### src/rtl/pipeline_hazard_controller.sv
`default_nettype none
// +--------------------------------------------------------------------------+
// | pipeline_hazard_controller: stall/flush/forwarding control, 5-stage pipe |
// | Optional perf counters: define HAZARD_PERF_COUNTERS_EN.   Rev 1.0        |
// +--------------------------------------------------------------------------+
module pipeline_hazard_controller #(
  parameter int LOAD_STALL_CYCLES = 1,
  parameter int COUNT_WIDTH       = 16
) (
  input  logic                   clk,
  input  logic                   reset,
  input  logic [4:0]             id_rs,
  input  logic [4:0]             id_rt,
  input  logic                   id_uses_rs,
  input  logic                   id_uses_rt,
  input  logic                   id_jump,
  input  logic [4:0]             ex_rs,
  input  logic [4:0]             ex_rt,
  input  logic                   ex_mem_read,
  input  logic                   ex_reg_write,
  input  logic [4:0]             ex_write_reg,
  input  logic [4:0]             me_write_reg,
  input  logic [4:0]             wb_write_reg,
  input  logic                   me_reg_write,
  input  logic                   wb_reg_write,
  input  logic                   me_mem_access,
  input  logic                   dmem_ready,
  input  logic                   branch_taken_me,
  output logic                   pc_write,
  output logic                   if_id_write,
  output logic                   id_ex_write,
  output logic                   ex_me_write,
  output logic                   me_wb_write,
  output logic                   if_id_flush,
  output logic                   id_ex_flush,
  output logic                   ex_me_flush,
  output logic [1:0]             fwd_a,
  output logic [1:0]             fwd_b,
  output logic [COUNT_WIDTH-1:0] stall_count,
  output logic [COUNT_WIDTH-1:0] flush_count
);

  typedef enum logic [1:0] {
    RUN        = 2'd0,
    LOAD_STALL = 2'd1,
    MEM_WAIT   = 2'd2
  } state_t;

  localparam logic [1:0] C_STALL_INIT = 2'(LOAD_STALL_CYCLES - 1);

  state_t     state_q, state_d, ret_q, ret_d, w_eff_state;
  logic [1:0] cnt_q, cnt_d;
  logic       w_mem_wait, w_load_use;

  assign w_mem_wait = me_mem_access & ~dmem_ready;
  assign w_load_use = ex_mem_read & ex_reg_write & (ex_write_reg != 5'd0) &
                      ((id_uses_rs & (id_rs == ex_write_reg)) |
                       (id_uses_rt & (id_rt == ex_write_reg)));

  // A released memory wait behaves as the state it interrupted, in the same cycle.
  assign w_eff_state = (state_q == MEM_WAIT) ? ret_q : state_q;

  always_ff @(posedge clk) begin
    if (reset) begin
      state_q <= RUN;
      ret_q   <= RUN;
      cnt_q   <= 2'd0;
    end else begin
      state_q <= state_d;
      ret_q   <= ret_d;
      cnt_q   <= cnt_d;
    end
  end

  always_comb begin
    pc_write    = 1'b1;
    if_id_write = 1'b1;
    id_ex_write = 1'b1;
    ex_me_write = 1'b1;
    me_wb_write = 1'b1;
    if_id_flush = 1'b0;
    id_ex_flush = 1'b0;
    ex_me_flush = 1'b0;
    state_d     = w_eff_state;
    ret_d       = ret_q;
    cnt_d       = cnt_q;
    if (reset) begin
      {pc_write, if_id_write, id_ex_write, ex_me_write, me_wb_write} = 5'b00000;
      {if_id_flush, id_ex_flush, ex_me_flush} = 3'b111;
      state_d = RUN;
      ret_d   = RUN;
      cnt_d   = 2'd0;
    end else if (w_mem_wait) begin
      {pc_write, if_id_write, id_ex_write, ex_me_write, me_wb_write} = 5'b00000;
      state_d = MEM_WAIT;
      if (state_q != MEM_WAIT) begin
        ret_d = state_q;
      end
    end else if (branch_taken_me) begin
      {if_id_flush, id_ex_flush, ex_me_flush} = 3'b111;
      state_d = RUN;
      cnt_d   = 2'd0;
    end else if (w_eff_state == LOAD_STALL) begin
      pc_write    = 1'b0;
      if_id_write = 1'b0;
      id_ex_flush = 1'b1;
      cnt_d       = 2'(cnt_q - 2'd1);
      state_d     = (cnt_q == 2'd1) ? RUN : LOAD_STALL;
    end else if (w_load_use) begin
      pc_write    = 1'b0;
      if_id_write = 1'b0;
      id_ex_flush = 1'b1;
      cnt_d       = C_STALL_INIT;
      state_d     = (LOAD_STALL_CYCLES == 1) ? RUN : LOAD_STALL;
    end else if (id_jump) begin
      if_id_flush = 1'b1;
    end
  end

  // ME result is newer than WB data, so it wins; $0 is never forwarded.
  always_comb begin
    fwd_a = 2'b00;
    fwd_b = 2'b00;
    if (!reset) begin
      if (me_reg_write && me_write_reg != 5'd0 && me_write_reg == ex_rs)      fwd_a = 2'b10;
      else if (wb_reg_write && wb_write_reg != 5'd0 && wb_write_reg == ex_rs) fwd_a = 2'b01;
      if (me_reg_write && me_write_reg != 5'd0 && me_write_reg == ex_rt)      fwd_b = 2'b10;
      else if (wb_reg_write && wb_write_reg != 5'd0 && wb_write_reg == ex_rt) fwd_b = 2'b01;
    end
  end

`ifdef HAZARD_PERF_COUNTERS_EN
  logic [COUNT_WIDTH-1:0] stall_count_q, flush_count_q;
  logic                   w_flush_evt;

  assign w_flush_evt = if_id_flush & ~reset;

  always_ff @(posedge clk) begin
    if (reset) begin
      stall_count_q <= '0;
      flush_count_q <= '0;
    end else begin
      if (!pc_write && stall_count_q != '1) stall_count_q <= stall_count_q + 1'b1;
      if (w_flush_evt && flush_count_q != '1) flush_count_q <= flush_count_q + 1'b1;
    end
  end

  assign stall_count = stall_count_q;
  assign flush_count = flush_count_q;
`else
  assign stall_count = '0;
  assign flush_count = '0;
`endif

endmodule
`default_nettype wire

### config.mk
export PLATFORM = sky130hd
export DESIGN_NAME = pipeline_hazard_controller
export DESIGN_NICKNAME = d
export VERILOG_FILES = /design/src/rtl/pipeline_hazard_controller.sv
export SDC_FILE = /design/constraint.sdc
export NUM_CORES = 1
export LEC_CHECK = 0
export CAP_MARGIN = 20
export CORE_ASPECT_RATIO = 0.75
export CORE_MARGIN = 2
export CORE_UTILIZATION = 32
export DETAILED_ROUTE_END_ITERATION = 16
export GPL_ROUTABILITY_DRIVEN = 1
export PLACE_DENSITY = 0.81
export SLEW_MARGIN = 10
export SYNTH_ARGS = -nofsm -noshare
export SYNTH_HDL_FRONTEND = slang
export SYNTH_SLANG_ARGS = --single-unit
### constraint.sdc
create_clock -name clk -period 3.3 [get_ports clk]
set_input_delay 0.825 -clock clk [delete_from_list [all_inputs] [get_ports clk]]
set_output_delay 0.825 -clock clk [all_outputs]
set_load 0.1 [all_outputs]
==> results of run 1 <==
==> cells by family (layout without fill, tap and decap cells) <==
group,after synthesis,in the layout,share of synthesized area (%)
simple gates,38,38,21.4
buf+inv,40,94,26.6
fa+ha+maj,1,1,1.18
flops,6,6,11.4
xor+xnor,30,30,24.9
other cells,1,32,0.355
compound gates,23,23,14.2
==> power groups by stage <==
stage / sequential, mW / clock (mW) / combinational [mW]
final: 0.0739 / 0.114 / 0.411
after detailed placement: 0.0750 / 0 / 0.400
after global routing: 0.0740 / 0.120 / 0.428
after floorplan: 0.0748 / 0 / 0.304
after CTS: 0.0739 / 0.114 / 0.409
after global placement: 0.0749 / 0 / 0.396
==> routing by layer <==
layer	vias to the layer above	share of wire [%]	global-route usage [%]
met3	10	3.8	1.87
met1	566	39	21.7
met2	43	54	36.0
met5	-	0	0
met4	0	2.3	8.65
li1	589	-	-
==> synth_stat cells, drive strengths merged (2+ instances only) <==
cell type  number
buf            35
xnor2          20
xor2           10
a21oi           7
nand2           7
o21ai           7
dfxtp           6
nor3            5
nor4            5
or4             5
nor2b           4
inv             3
nand2b          3
nor2            3
a31o            2
clkbuf          2
nand3           2
nand4           2
==> area by class of cell <==
| type | instances | area [um2] |
|---|---|---|
| Clock buffer | 3 | 41.3 |
| Fill cell | 247 | 1130 |
| Timing Repair Buffer | 88 | 971 |
| Sequential cell | 6 | 120 |
| Inverter | 3 | 11.3 |
| Tap cell | 40 | 50.0 |
| Multi-Input combinational cell | 124 | 901 |
==> worst max-delay path by stage <==
| stage | endpoint | slack [ns] | depth (start not counted) |
|---|---|---|---|
| floorplan | fwd_a[1] | -0.27 | 3 |
| global route | if_id_flush | -0.02 | 7 |
| detailed placement | if_id_flush | -0.21 | 7 |
| CTS | fwd_b[0] | 0.01 | 7 |
| finish | if_id_flush | 0.04 | 7 |
| global placement | if_id_flush | -0.18 | 7 |
==> flip-flops by register name (all words and copies together), names as in the netlist <==
signal   cells
cnt_q        2
ret_q        2
state_q      2
==> through the flow <==
step                      power [mW]  cells  utilization, %
after CTS                      0.598    264            63.2
final                          0.600    264            65.0
after global routing           0.621    264            65.0
after floorplan                0.378    170               -
after detailed placement       0.475    256            59.1
after global placement         0.471    256            59.1
==> critical path: stages <==
cell,delay (ns)
dlygate4sd2_1,0.25
or4_4,0.53
o211ai_2,0.18
inv_2,0.07
a21oi_4,0.21
a31o_4,0.19
buf_12,0.17
==> repair_timing <==
action | in CTS | in global routing
resized for setup | 22 | 20
endpoints found under the setup margin | 6 | 6
setup buffers | 5 | 0
pin swaps | 11 | 15
==> qor.yml, run 1 <==
outcome: "finished, final reports clean"
hold_viol_final: 0
worstMarginPinSlew_ns: 0.806
grt_pass1_wl_um: 5450
maxCapViolCount: 0
grt_util_all_layers_pct: 18.8
antenna_found_initial: 0
drt_iter0_drc: 22
min_to: "ret_q[0]$_SDFFE_PP0P_"
pwr-share-clk_pct: 19.1
drive_gt1_share_pct: 29.5
hold_path.class: "reg -> reg"
die-width_um: 70.4
power_switching_share_pct: 53.7
hold_slack_ns: 0.519
cts-root-buf: "clkbuf_8"
final_nets: 274
critPathMaxFanout: 4
internal-power_uw: 278
synth.distinct_cells: 33
fin_crit_ns: 3.26
cts_hold_buf: 0
hpwl_um: 2820
die_h_um: 53.8
synth-seq-cells: 6
avgRoutedWirePerCell_um: 13.8
drtAntennaViolNets: 0
critPathRequiredTime_ns: 2.47
synth-edff-count: 0
first_pass_iters: 4
r2r_cells: 5
drc_errors: 0
yosysWarningCount: 0
startpoint_type: "input pin"
r2r_setup_slack_ns: 1.54
setup_viol: 0
grt_max_degree: 9
antenna_cells: 0
io_buffers: 58
syn_area_per_cell_um2: 7.61
hold_path_depth: 2
cts_buffer_depth: 2
p_comb_share_pct: 68.6
finClkSkew_ns: 0.0000421
avgViaCountPerCell: 4.58
post_synth_main_area_contributors: "buf_4 25%, xnor2_1 17%, dfxtp_1 11%"
die-area_um2: 3780
ir_worst_vdd_mv: 0.197
worstSetupEndpointType: "primary output"
synth_area_leader_cell: "buf_4"
initial_core_util_pct: 32.8
clock_latency_ns: 0.22
syn_area_um2: 1060
final_common_cell: "conb_1"
sequentialPowerShare_pct: 12.3
synth_top_area_share_pct: 24.9
timing.rr.start: "state_q[1]$_SDFF_PP0_"
min_from: "ret_q[0]$_SDFFE_PP0P_"
arrival_ns: 2.43
cts_tree: "built"
setup_ws_ns: 0.0432
most-common-layout-cells: "32 x conb_1, 28 x buf_4, 21 x clkdlybuf4s50_1"
slew_headroom_pct: 45.8
synthArstFlopShare_pct: 0
crit_start: "ex_write_reg[2]"
slew_viol_final: 0
core_um2: 3220
ys_seq_area_share_pct: 11.4
cts.clk_slew.worst_paths_ns: 0.04
final_cell_area_um2: 2090
critPathKind: "in -> out"
finalSetupTns_ns: 0
overflow: 0
dp_slack_ns: -0.212
rows: 18
routed_wl_um: 3630
cts_buffers: 3
syn_to_final_growth_pct: 98.1
fmax_mhz: 307
gp_congestion: 0.788
synth_ff_type: "dfxtp_1"
clock_sinks: 6
cts-htree-levels: 1
power.density_nw_per_um2: 286
synthCells: 139
num_vias: 1208
grt_pass1_vias: 1178
r2r_end: "cnt_q[1]$_SDFFE_PP0P_"
detailed_place.area_um2: 1900
p_switching_uw: 322
p_leak_nw: 0.977
timing.final.crit_share_pct: 98.7
ios: 91
Note: power is estimated with default switching activity, not from simulation.
==> inputs of run 2 (changes only) <==
Settings changed: CTS_CLUSTER_DIAMETER from default to 120.
==> results of run 2 <==
No change in the layout: final DEF, timing and power equal those of run 1.
==> inputs of run 3 (changes only) <==
Settings changed: CAP_MARGIN 20 to default, CTS_CLUSTER_SIZE from default to 24.
==> results of run 3 <==
No change in the layout: final DEF, timing and power equal those of run 1.
